[src/rtl/lfsr_range_rng.sv]
// Fibonacci LFSR random source with a raw tap-off and a request port that
// reduces a captured sample into [RANGE_LO, RANGE_LO+RANGE_SPAN-1] by repeated subtraction.
// Optional feature: define RNG_REQ_ADVANCE_EN to make every accepted request step the LFSR.
module lfsr_range_rng #(
  parameter int                LFSR_W     = 21,
  parameter int                TAP_A      = 20,
  parameter int                TAP_B      = 18,
  parameter logic [LFSR_W-1:0] SEED       = 21'h1FFFFF,
  parameter int                OUT_W      = 8,
  parameter int                RANGE_LO   = 40,
  parameter int                RANGE_SPAN = 120
) (
  input  logic              clk,
  input  logic              rst,
  input  logic              en,
  input  logic              seed_load,
  input  logic [LFSR_W-1:0] seed_in,
  output logic [OUT_W-1:0]  raw_out,
  input  logic              req,
  output logic              busy,
  output logic              valid,
  output logic [OUT_W-1:0]  value
);

  // One extra bit so a span of exactly 2^OUT_W is representable.
  localparam logic [OUT_W:0]   SPAN_C = (OUT_W+1)'(RANGE_SPAN);
  localparam logic [OUT_W-1:0] LO_C   = OUT_W'(RANGE_LO);

  typedef enum logic {IDLE, REDUCE} state_t;

  state_t              state, state_d;
  logic [LFSR_W-1:0]   lfsr, lfsr_d, lfsr_step;
  logic [OUT_W-1:0]    acc, acc_d, value_d;
  logic                busy_d, valid_d, accept, adv;

  assign lfsr_step = {lfsr[LFSR_W-2:0], lfsr[TAP_A] ^ lfsr[TAP_B]};
  assign accept    = (state == IDLE) && req;

`ifdef RNG_REQ_ADVANCE_EN
  assign adv = en | accept;
`else
  assign adv = en;
`endif

  // Reseed beats lockup recovery beats stepping; zero is never a legal state.
  always_comb begin
    lfsr_d = lfsr;
    if (seed_load)
      lfsr_d = (seed_in == '0) ? SEED : seed_in;
    else if (lfsr == '0)
      lfsr_d = SEED;
    else if (adv)
      lfsr_d = lfsr_step;
  end

  always_comb begin
    state_d = state;
    acc_d   = acc;
    busy_d  = busy;
    valid_d = 1'b0;
    value_d = value;
    case (state)
      IDLE: begin
        if (accept) begin
          acc_d   = lfsr[OUT_W-1:0];
          busy_d  = 1'b1;
          state_d = REDUCE;
        end
      end
      REDUCE: begin
        if ({1'b0, acc} >= SPAN_C) begin
          acc_d = acc - SPAN_C[OUT_W-1:0];
        end else begin
          value_d = acc + LO_C;
          valid_d = 1'b1;
          busy_d  = 1'b0;
          state_d = IDLE;
        end
      end
      default: state_d = IDLE;
    endcase
  end

  always_ff @(posedge clk or posedge rst) begin
    if (rst) begin
      lfsr    <= SEED;
      raw_out <= '0;
      state   <= IDLE;
      acc     <= '0;
      busy    <= 1'b0;
      valid   <= 1'b0;
      value   <= '0;
    end else begin
      lfsr    <= lfsr_d;
      raw_out <= lfsr[OUT_W-1:0];
      state   <= state_d;
      acc     <= acc_d;
      busy    <= busy_d;
      valid   <= valid_d;
      value   <= value_d;
    end
  end

endmodule

[config.mk]
export PLATFORM = sky130hd
export DESIGN_NAME = lfsr_range_rng
export DESIGN_NICKNAME = d
export VERILOG_FILES = /design/src/rtl/lfsr_range_rng.sv
export SDC_FILE = /design/constraint.sdc
export NUM_CORES = 1
export LEC_CHECK = 0
export CAP_MARGIN = 25
export CORE_MARGIN = 4
export CORE_UTILIZATION = 54
export DETAILED_ROUTE_END_ITERATION = 7
export HOLD_SLACK_MARGIN = 0.03
export PLACE_DENSITY_LB_ADDON = 0.08
export SYNTH_ARGS = -nofsm -noshare
export SYNTH_HDL_FRONTEND = slang
export SYNTH_SLANG_ARGS = --single-unit
[constraint.sdc]
create_clock -name clk -period 2.9 [get_ports clk]
set_clock_uncertainty 0.15 [all_clocks]
set_input_delay 0.58 -clock clk [delete_from_list [all_inputs] [get_ports clk]]
set_output_delay 0.58 -clock clk [all_outputs]
set_load 0.02 [all_outputs]
After elaboration in Yosys (flattened, before gate mapping):

Cells that the tools add are included.

* $add $sub $neg: 2
* magnitude comparators: 1
* equal/unequal tests: 3
* mux-type cells: 15
* bitwise logic cells: 3
* reductions and logical operators: 7

Operator list (count)
* 21-bit two-way mux: 4
* 21-bit zero test: 2
* 8-bit two-way mux: 2
* 8-bit one-hot mux with 2 select lines: 1
* 8-bit by 6-bit adder with 8-bit output, second input constant: 1
* 8-bit by 7-bit greater-or-equal comparator with 1-bit output, second input constant: 1
* 8-bit by 7-bit subtractor with 8-bit output, second input constant: 1
* 1-bit two-way mux: 6
* 2-bit AND reduction: 3
* 2-bit != test, second input constant: 2
* 1-bit one-hot mux with 2 select lines: 2
* 3-bit nonzero test: 1
* 2-bit by 1-bit != test with 1-bit output, second input constant: 1
* 1-bit NOT: 2
* 1-bit logical AND: 1
* 1-bit bitwise XOR: 1

* register bits: 48
* output and inout port bits: 18
* word-level logic and storage cells: 38

Depth between registers and ports, before layout:

Gate-level depths: netlist (run 1).

* depth after elaboration: 4
* gate-level depth with buffers: 5
* gate-level depth less buffers: 5

Worst setup path after synthesis (run 1):

Ideal clock, no wire load.

* path type: input to register
* from: in seed_in[10]
* to: reg lfsr[10]
* library setup time: 0.061 ns
* arrival time: 1.446 ns
* data required time: 2.689 ns
* path slack: 1.243 ns
* cell stages on the path: 5
* buffers on the path: 1
* cells stage by stage: nor4_1 -> nand4_1 -> clkbuf_1 -> o21ai_0 -> a22o_1

* word-level cells in the longest chain between the ends: 3

Ends and longest elaborated chain
* start, declared: RTL line 17 `input logic [LFSR_W-1:0] seed_in,`
* 21-bit zero test: RTL line 49 `lfsr_d = (seed_in == '0) ? SEED : seed_in;`
* 21-bit two-way mux (*): RTL line 49
* 21-bit two-way mux (*): RTL line 48 `if (seed_load)`
* end signal, assigned: RTL line 94 `lfsr <= lfsr_d;`
* end, declared: RTL line 32 `logic [LFSR_W-1:0] lfsr, lfsr_d, lfsr_step;`

Mark *: on every way between the ends. The rest lies on a longest branch, timed or not.
A chain may end at the register's enable or synchronous reset.

Worst setup path in the final report (run 1):

* from: in seed_in[2]
* to: reg lfsr[9]

* word-level cells in the longest chain between the ends: 3

Ends and longest elaborated chain (RTL line)
* 21-bit zero test: 49
* 21-bit two-way mux: 49
* 21-bit two-way mux: 48

No other way between the ends.

==> impl_results.md, run 1 <==
* XOR/XNOR Fraction of Synth Area at 0.01098
* Adder-cell share of the synthesized area at 0.005230
* Multiplexer fraction of the synthesized cell area at 0.01831
* Post-route minimum period at approximately 2100 ps
* Slew Limit Fails at 0
* Vias at 1,995
* Postcts setup bufs at 0
* Fraction of layout cells with a size suffix above 1 at 0.1473
* Synthesized-area fraction occupied by ao, oa, aoi and oai cells at 0.2589
* Number of warning messages in the yosys log at 0
* Fillers at ~330
* Critical Path Fanout Max at 21
* Nets in the synthesized netlist at about 280
* Number of gates given a new drive strength after cts at 0
* Detail-routed net length per standard cell at 14.72 um
* Most used flip-flop cell after synthesis: sky130_fd_sc_hd__dfrtp_1
* IR drop worst, VDD at 288.0 uV
* Number of core rows at 23
* Clock sink count at between 40 and 50
* Result of the run: finished, final reports clean
* Via count of the first global-routing pass at 1,899
* Commonest non-fill, non-tap cell in the layout: sky130_fd_sc_hd__o21ai_0
* Worst path cell trace: clkdlybuf4s50_1 > nor4_1 > nand2_1 > o21ai_0 > a22o_1
* Basic-gate share of the synthesized area counting and, or, nand and nor cells at 0.1464
* Grt ovf at 0
* Synthesized area at roughly 2400 um2
* Largest net degree at the start of global routing at 43
* Final HPWL DP at 3547 um
* Critical Path Start Type: input pin
* Global Route Usage Sum at 0.2062
* Maxcap violations at 0
* Number of distinct library cells after synthesis at 31
* DRC violation count after routing at 0
* Number of antenna cells inserted at 0
* Worst min-delay path class: reg -> reg
* Unrepaired setup endpoints after global routing: no
* Worst endpoint data arrival time at 2160 ps
* Total length of routed met3 wires at approximately 370 um
* Area of the core at between 4000 and 5000 um2
* Post-route core utilization at 0.7198
* Die Outline Area at 5559 um2
* TritonCTS clock tree: yes
* Fraction of registers with async set/reset at 1.000
* Setup violators final at 0
* Fraction of post-synthesis cell area in the top cell type by area at 0.2824
* Period utilization at 0.7114
* Post-synth EDFFs at 0
* Antenna violations before repair at 0
* CTS buffer count at 5
* Most used cells in the layout excluding fill and tap cells: sky130_fd_sc_hd__o21ai_0 (51), sky130_fd_sc_hd__clkdlybuf4s50_1 (43), sky130_fd_sc_hd__dfrtp_1 (27), sky130_fd_sc_hd__a21oi_1 (24)
* Clock root cell: sky130_fd_sc_hd__clkbuf_8
* Leakage power summed over all cells at 1.214 nW
* Post-synthesis average cell area at ~9.5 um2
* Height of the die at about 75 um
* Critical Path Sink Type: flip-flop
* Worst hold slack across all endpoints at 285.0 ps
* Highest achievable clock rate at 484.7 MHz
* Slowest-stage cell, CP: sky130_fd_sc_hd__clkdlybuf4s50_1
* Detailed route wirelength on metal2 at 2434 um
* Num ports at 44
* Detail Route Antenna Nets at 0
* Number of H-tree levels at 2
* Initial Util at 0.5773
* Top Metal Used: met4
* Hold Buf Count CTS at 0
* Number of instances in the synthesized netlist at 252
* Final Wtd Congestion at 0.7840
* Cell types occupying the most area after synthesis: sky130_fd_sc_hd__dfrtp_1 (28%), sky130_fd_sc_hd__dfstp_2 (23%), sky130_fd_sc_hd__o21ai_0 (11%)
* Net count of the finished layout at 318
* Dominant cell type by area after synthesis: sky130_fd_sc_hd__dfrtp_1
* Delay contributed by the slowest stage of the critical path at 430 ps
* Worst relative slew slack at 0.6392
* Maximum clock path buffer count at 2
* Area Growth Syn to Fin at 24.69%
* Slew @ Worst Pin at 539.9 ps
* Port Buffer Count at 43
* Number of synthesized register bits at 48
* Later-pin clock latency in the skew report at 300 ps
* Global-route wire length before repair at 8845 um
* Die X at 74.56 um
* CTS clock-pin slew for the worst setup and hold paths at 90 ps
* Final hold violation count at 0
* Total power per unit cell area at 756.0 nW/um2
* DR iter-0 viols at 115
* Largest family of logic cells by synthesized area: compound AO/OA/AOI/OAI gates
* Worst path required time at 3000 ps
* Sequential area share after synthesis at 0.5131
* Setup TNS Final at 0 ps
* Metal1 wirelength at roughly 2200 um
* Detailed Routing Iterations Pass 1 at 5
* Total routed wirelength at just over 5000 um
* Vias per cell at 5.833
* Class of the most critical setup path: in -> reg
==> sequential cells by signal, indices dropped and copies added, names as in the netlist <==
name / count
valid: 1
lfsr: 21
state: 1
value: 8
raw_out: 8
busy: 1
acc: 8
==> area by class of cell <==
class,count,area (um2),share of cell area
Clock buffer,6,72.57,0.02433
Sequential cell,48,1227,0.4115
Multi-Input combinational cell,178,1052,0.3528
Inverter,6,22.52,0.007550
Tap cell,50,62.56,0.02097
Timing Repair Buffer,52,510.5,0.1711
Clock inverter,2,35.03,0.01174
==> path summary, 6_finish.rpt <==
check	startpoint	end	slack (ps)	cells past startpoint
worst max-delay path	seed_in[2]	lfsr[9]	840	5
worst min-delay path	lfsr[2]	raw_out[2]	290	0
worst max register to register	lfsr[6]	lfsr[20]	1060	6
worst min register to register	lfsr[2]	raw_out[2]	290	0
max in group asynchronous	rst	lfsr[7]	1560	3
min in group asynchronous	rst	value[1]	470	2
==> critical path, delay by kind of cell <==
kind | cells | cell delay [ps]
AOI/OAI and AO/OA | 2 | 500
buffers and inverters | 1 | 430
and+or+nand+nor | 2 | 660
==> metal layers <==
layer  up-vias  global-route usage
li1        988                   -
met1       923              0.2734
met2        77              0.3356
met3         7             0.03784
met4         0             0.08103
met5         -                   0
==> Yosys cell counts (all sizes together), types with 2 or more instances <==
cell type	number
o21ai	51
dfrtp	27
a21oi	24
nand2	22
nor2b	22
a22o	21
dfstp	21
clkbuf	18
nor4	8
inv	5
mux2	3
nand3	3
nand4	3
nor2	3
nor3	3
xor2	3
buf	2
==> report_power, final <==
part           total [mW]  switching [mW]  internal, mW
Clock               0.471           0.215         0.256
Sequential           1.02           0.153         0.871
Combinational       0.761           0.384         0.377
==> cell families after synthesis <==
family | count (synthesis)
AND/OR/NAND/NOR | 67
flip-flops | 48
adder cells (fa/ha/maj) | 1
XOR/XNOR | 3
buffers and inverters | 26
multiplexers | 4
AO/OA/AOI/OAI | 103
==> per-stage QoR <==
| stage | setup WS (ps) | cells | instance area [um2] | total power, mW |
|---|---|---|---|---|
| 6_report | 836.8 | 342 | 2983 | 2.255 |
| 5_1_grt | 638.4 | 342 | 2983 | 2.429 |
| 4_1_cts | 817.6 | 342 | 2983 | 2.274 |
| 3_5_place_dp | 499.5 | 334 | 2875 | 1.798 |
| 3_3_place_gp | 543.9 | 334 | 2875 | 1.775 |
| 2_1_floorplan | 1060 | 252 | 2392 | 1.487 |
No activity file was read; power rests on OpenSTA's default activity.
==> run 2: changes to the inputs <==
--- a/config.mk
+++ b/config.mk
@@ -7,7 +7,7 @@
 export LEC_CHECK = 0
 export CAP_MARGIN = 25
 export CORE_MARGIN = 4
-export CORE_UTILIZATION = 54
+export CORE_UTILIZATION = 52
 export DETAILED_ROUTE_END_ITERATION = 7
 export HOLD_SLACK_MARGIN = 0.03
 export PLACE_DENSITY_LB_ADDON = 0.08
==> constraint.sdc (replaced) <==
create_clock -name clk -period 2 [get_ports clk]
set_clock_uncertainty 0.15 [all_clocks]
set_input_delay 0.4 -clock clk [delete_from_list [all_inputs] [get_ports clk]]
set_output_delay 0.4 -clock clk [all_outputs]
set_load 0.02 [all_outputs]
==> impl_results.md, run 2 (synthesis results as in run 1) <==
* Family with the most delay on the worst path: compound AO/OA/AOI/OAI gates
* Antenna violations before repair at 0
* Number of core rows at 24
* Leakage power summed over all cells at 1.249 nW
* Delay contributed by the slowest stage of the critical path at 400 ps
* Largest net degree at the start of global routing at 49
* Sw Share at 0.3528
* Via count of the first global-routing pass at 1,958
* R2R depth at 5
* Critical Path Fanout Max at 11
* Most used cells in the layout excluding fill and tap cells: sky130_fd_sc_hd__o21ai_0 (51), sky130_fd_sc_hd__clkdlybuf4s50_1 (43), sky130_fd_sc_hd__dfrtp_1 (27), sky130_fd_sc_hd__a21oi_1 (24)
* Die Outline Area at 5749 um2
* DR iter-0 viols at 147
* Post-route core utilization at 0.6919
* Reg2reg end: lfsr[3]
* Total power per unit cell area at 1044 nW/um2
* Total routed wirelength at 5457 um
* Area Growth Syn to Fin at 27.67%
* Num ports at 44
* Final HPWL DP at just under 4000 um
* Reg-to-reg critical path startpoint: lfsr[2]
* Area of the core at ~4400 um2
* Slew @ Worst Pin at 353.5 ps
* Vias at roughly 2,100
* CTS clock-pin slew for the worst setup and hold paths at approximately 90 ps
* Clock root cell: sky130_fd_sc_hd__clkbuf_8
* Die X at 75.83 um
* Global-route wire length before repair at 9032 um
* Worst min-delay path class: reg -> reg
* Net switching power at 1.125 mW
* Buffers and inverters on the worst path at 1
* Vias per cell at 5.901
* Critical Path Sink Type: flip-flop
* Worst path cell trace: nor4_1 > nand4_1 > o21a_1 > buf_4 > a22o_1
* Class of the most critical setup path: reg -> reg
* Number of cells on the worst hold path at 0
* Port Buffer Count at 43
* Internal at 2.064 mW
* Slowest-stage cell, CP: sky130_fd_sc_hd__dfstp_2
* Slew Limit Fails at 0
* Postcts setup bufs at 0
* Detail-routed net length per standard cell at roughly 15 um
* Unrepaired setup endpoints after global routing: no
* Number of antenna cells inserted at 0
* Detailed Routing Iterations Pass 1 at 4
* DRC violation count after routing at 0
* Detail Route Antenna Nets at 0
* Hold Buf Count CTS at 0
* Height of the die at 75.83 um
* Worst reg-to-reg setup slack at roughly 100 ps
* Clock sink count at 48
* CTS buffer count at 5
* Register share of total power at 0.469
* Global Route Usage Sum at 0.2065
* Highest achievable clock rate at approximately 530 MHz
* IR drop worst, VDD at 435.6 uV
* Clk pwr share at 0.179
* Register name with the most flops: lfsr
* Setup violators final at 0
* Worst path required time at roughly 2100 ps
* Initial Util at 0.5419
* Hold worst-path end: raw_out[5]
* Later-pin clock latency in the skew report at 300 ps
* Setup TNS Final at 0 ps
* Hold path startpoint: lfsr[5]
* Portion of total power attributed to combinational logic at 0.353
* Final hold violation count at 0
* Commonest non-fill, non-tap cell in the layout: sky130_fd_sc_hd__o21ai_0
* Fraction of layout cells with a size suffix above 1 at 0.1815
* Post-route minimum period at roughly 1900 ps
* Max reg flops at 21
* Grt ovf at 0
* Result of the run: finished, final reports clean
* Worst endpoint data arrival time at 1980 ps
* Period utilization at 0.9481
* Maxcap violations at 0
* Net count of the finished layout at 329
* Worst relative slew slack at 0.7643
* Final Wtd Congestion at 0.8376
* Critical Path Start Type: flip-flop
* Maximum clock path buffer count at 2
* Number of H-tree levels at 2
* TritonCTS clock tree: yes
[run 2: cell types whose count changed in the layout (fill, tap and decap cells not counted)]
cell | before | now
sky130_fd_sc_hd__buf_4 | 8 | 19
sky130_fd_sc_hd__bufinv_16 | 1 | 0
sky130_fd_sc_hd__clkbuf_1 | 1 | 0
sky130_fd_sc_hd__clkinv_1 | 1 | 2
sky130_fd_sc_hd__clkinv_2 | 1 | 0
sky130_fd_sc_hd__clkinvlp_4 | 0 | 2
sky130_fd_sc_hd__nor4_1 | 8 | 7
sky130_fd_sc_hd__nor4_2 | 0 | 1
[run 2: repair_timing]
| item | CTS | global route |
|---|---|---|
| gates resized for setup | 0 | 1 |
| endpoints found under the setup margin | 0 | 8 |
| endpoints found under the hold margin | 0 | 0 |
[run 2: how the worst max path moves through the flow]
| stage | from | endpoint | slack [ps] | cells after the start |
|---|---|---|---|---|
| finish | lfsr[2] | lfsr[3] | 100 | 5 |
| CTS | lfsr[2] | lfsr[7] | 110 | 5 |
| floorplan | rst | acc[0] | 340 | 1 |
| detailed placement | seed_in[6] | lfsr[2] | -100 | 6 |
| global placement | seed_in[5] | lfsr[3] | -150 | 6 |
| global route | lfsr[2] | lfsr[2] | 20 | 5 |
[run 2: worst reg2reg max path, cell delays in order (launching register included)]
cell                      delay (ps)
sky130_fd_sc_hd__dfstp_2         400
sky130_fd_sc_hd__nor4_1          340
sky130_fd_sc_hd__nand4_1         190
sky130_fd_sc_hd__o21a_1          300
sky130_fd_sc_hd__buf_4           210
sky130_fd_sc_hd__a22o_1          240
[run 2: metrics by stage]
stage	worst slack, ps	cells	total power, mW	hold slack, ps	instance area, um2
floorplan	340.3	252	2.156	258.5	2392
global placement	-149.2	347	2.587	271.7	2960
global route	20.58	355	3.407	285.8	3054
detailed placement	-102.6	347	2.646	271.2	2960
finish	103.8	355	3.190	281.6	3054
CTS	106.9	355	3.214	283.1	3048
[run 2: per-layer routing]
metal	share of wire	wire length, um	vias to the layer above	global-route usage
li1	-	-	1008	-
met1	0.43	2334	1015	0.2523
met2	0.50	2714	66	0.3555
met3	0.060	326	6	0.05145
met4	0.015	81	0	0.06796
met5	0	0	-	0
[run 2: final cells by class]
| class | instances | area [um2] |
|---|---|---|
| fill | 376 | 1360 |
| sequential | 48 | 1227 |
| multi-input combinational | 178 | 1059 |
| timing repair buffer | 63 | 593.1 |
| clock buffer | 5 | 68.82 |
| tap | 52 | 65.06 |
| inverter | 6 | 22.52 |
| clock inverter | 3 | 18.77 |
[run 2: power by group through the flow]
stage	registers [mW]	clock network, mW	logic (mW)
floorplan	1.57	0	0.581
global placement	1.49	0	1.10
detailed placement	1.51	0	1.14
CTS	1.49	0.584	1.14
global route	1.53	0.623	1.25
finish	1.49	0.570	1.13
==> run 3: changes to the inputs <==
--- a/config.mk
+++ b/config.mk
@@ -11,6 +11,7 @@
 export DETAILED_ROUTE_END_ITERATION = 7
 export HOLD_SLACK_MARGIN = 0.03
 export PLACE_DENSITY_LB_ADDON = 0.08
+export RECOVER_POWER = 100
 export SYNTH_ARGS = -nofsm -noshare
 export SYNTH_HDL_FRONTEND = slang
 export SYNTH_SLANG_ARGS = --single-unit
==> impl_results.md, run 3 (synthesis results as in run 1) <==
* Class of the most critical setup path: reg -> reg
* Register name with the most flops: lfsr
* Critical Path Sink Type: flip-flop
* Setup TNS Final at 0 ps
* Final Wtd Congestion at 0.8376
* Global Route Usage Sum at 0.2065
* Result of the run: finished, final reports clean
* Height of the die at 75.83 um
* Post-route minimum period at 1886 ps
* Total routed wirelength at 5373 um
* Detail Route Antenna Nets at 0
* Unrepaired setup endpoints after global routing: no
* Post-route core utilization at 0.6857
* Total power per unit cell area at 1028 nW/um2
* Slew @ Worst Pin at 1126 ps
* Max reg flops at 21
* DR iter-0 viols at between 150 and 200
* Die X at roughly 76 um
* Clock root cell: sky130_fd_sc_hd__clkbuf_8
* Reg-to-reg critical path startpoint: lfsr[2]
* Post-route worst setup slack at 113.5 ps
* Period utilization at 0.9432
* Fraction of layout cells with a size suffix above 1 at 0.1518
* Setup violators final at 0
* Number of antenna cells inserted at 0
* Family with the most delay on the worst path: compound AO/OA/AOI/OAI gates
* Hold Buf Count CTS at 0
* Grt ovf at 0
* Via count of the first global-routing pass at between 1,500 and 2,000
* Detail-routed net length per standard cell at between 15 and 20 um
* CTS buffer count at 5
* Footprint of the flip-flops and latches at about 1200 um2
* Num ports at 44
* Depth of the critical timing path with buffers and inverters included at 5
* Critical Path Fanout Max at 11
* Area of the core at approximately 4400 um2
* Cell count after placement at 347
* Total power at about 3.1 mW
* Number of H-tree levels at 2
* Vias at about 2,100
* Commonest non-fill, non-tap cell in the layout: sky130_fd_sc_hd__o21ai_0
* Worst setup endpoint: lfsr[3]
* Detailed Routing Iterations Pass 1 at 4
* Critical Path Start Type: flip-flop
* Delay contributed by the slowest stage of the critical path at 400 ps
* Antenna violations before repair at 0
* Slew Limit Fails at 0
* Most used cells in the layout excluding fill and tap cells: sky130_fd_sc_hd__o21ai_0 (51), sky130_fd_sc_hd__dfrtp_1 (27), sky130_fd_sc_hd__a21oi_1 (24), sky130_fd_sc_hd__clkdlybuf4s50_1 (23)
* TritonCTS clock tree: yes
* Pre-CTS WS at -102.6 ps
* Worst endpoint data arrival time at 1970 ps
* Global-route wire length before repair at between 9000 and 10,000 um
* Reg2reg end: lfsr[3]
* IR drop worst, VDD at 415.4 uV
* Area Growth Syn to Fin at 26.52%
* Crit. Startpoint: lfsr[2]
* Port Buffer Count at 43
* Slowest-stage cell, CP: sky130_fd_sc_hd__dfstp_2
* Buffers and inverters on the worst path at 1
* Worst min-delay path class: reg -> reg
* R2R depth at 5
* Worst path cell trace: nor4_1 > nand4_1 > o21a_1 > buf_4 > a22o_1
* Largest net degree at the start of global routing at approximately 50
* Number of core rows at 24
* Vias per cell at 5.817
* Final hold violation count at 0
* Later-pin clock latency in the skew report at 300 ps
* Worst path required time at between 2000 and 2500 ps
* Worst reg-to-reg setup slack at 110 ps
* Fillers at between 300 and 400
* Multi-input logic area at 1059 um2
* Clock sink count at 48
* Leakage power summed over all cells at 1.239 nW
* Die Outline Area at 5749 um2
* Worst relative slew slack at 0.2491
* CTS clock-pin slew for the worst setup and hold paths at 80 ps
* Non-filler cells, final at 355
* Initial Util at 0.5419
* Highest achievable clock rate at between 500 and 600 MHz
* Final HPWL DP at 3867 um
* Maximum clock path buffer count at 2
* DRC violation count after routing at 0
* Net count of the finished layout at 329
* Maxcap violations at 0
[run 3: cell count changes in the layout (fill, tap and decap cells not counted), moves of 2 or more]
cell / delta
sky130_fd_sc_hd__clkdlybuf4s50_1: -20
sky130_fd_sc_hd__dlygate4sd3_1: +20
sky130_fd_sc_hd__dfstp_1: +6
sky130_fd_sc_hd__dfstp_2: -6
sky130_fd_sc_hd__buf_4: -4
sky130_fd_sc_hd__clkbuf_1: +2
sky130_fd_sc_hd__clkbuf_2: +2
[run 3: how the worst min path moves through the flow]
stage          depth (start not counted)    start          to
5_1_grt                                0  lfsr[1]  raw_out[1]
3_3_place_gp                           0  lfsr[2]  raw_out[2]
4_1_cts                                0  lfsr[5]  raw_out[5]
2_1_floorplan                          0  lfsr[1]  raw_out[1]
3_5_place_dp                           0  lfsr[5]  raw_out[5]
6_report                               0  lfsr[2]  raw_out[2]
[run 3: layer usage]
| metal | global-route usage | routed length, um | vias to the layer above |
|---|---|---|---|
| li1 | - | - | 1010 |
| met2 | 0.3555 | 2781 | 65 |
| met5 | 0 | 0 | - |
| met4 | 0.06796 | 34 | 0 |
| met3 | 0.05145 | 312 | 2 |
| met1 | 0.2523 | 2245 | 988 |
[run 3: through the flow]
step	area, um2	hold slack [ps]
after floorplan	2392	258.5
after global placement	2960	271.7
after detailed placement	2960	271.2
after CTS	3048	283.1
after global routing	3027	287.6
final	3027	285.0
[run 3: cell type report]
| type | instances | share of cell area |
|---|---|---|
| clock buffers | 5 | 0.02274 |
| clock inverters | 3 | 0.006201 |
| inverters | 6 | 0.007441 |
| multi-input cells | 178 | 0.3497 |
| flip-flops and latches | 48 | 0.4055 |
| well taps | 52 | 0.02150 |
| repair buffers | 63 | 0.1869 |
[run 3: where the power goes]
group | leakage, nW | total (mW) | switching [mW] | internal, mW
clock | 0.0378 | 0.564 | 0.322 | 0.242
combinational | 0.663 | 1.06 | 0.566 | 0.499
sequential | 0.538 | 1.48 | 0.226 | 1.26
[run 3: repair_timing]
item / in CTS / in global routing
endpoints found under the setup margin: 0 / 8
buffers inserted: 0 / 0
resized for setup: 0 / 1
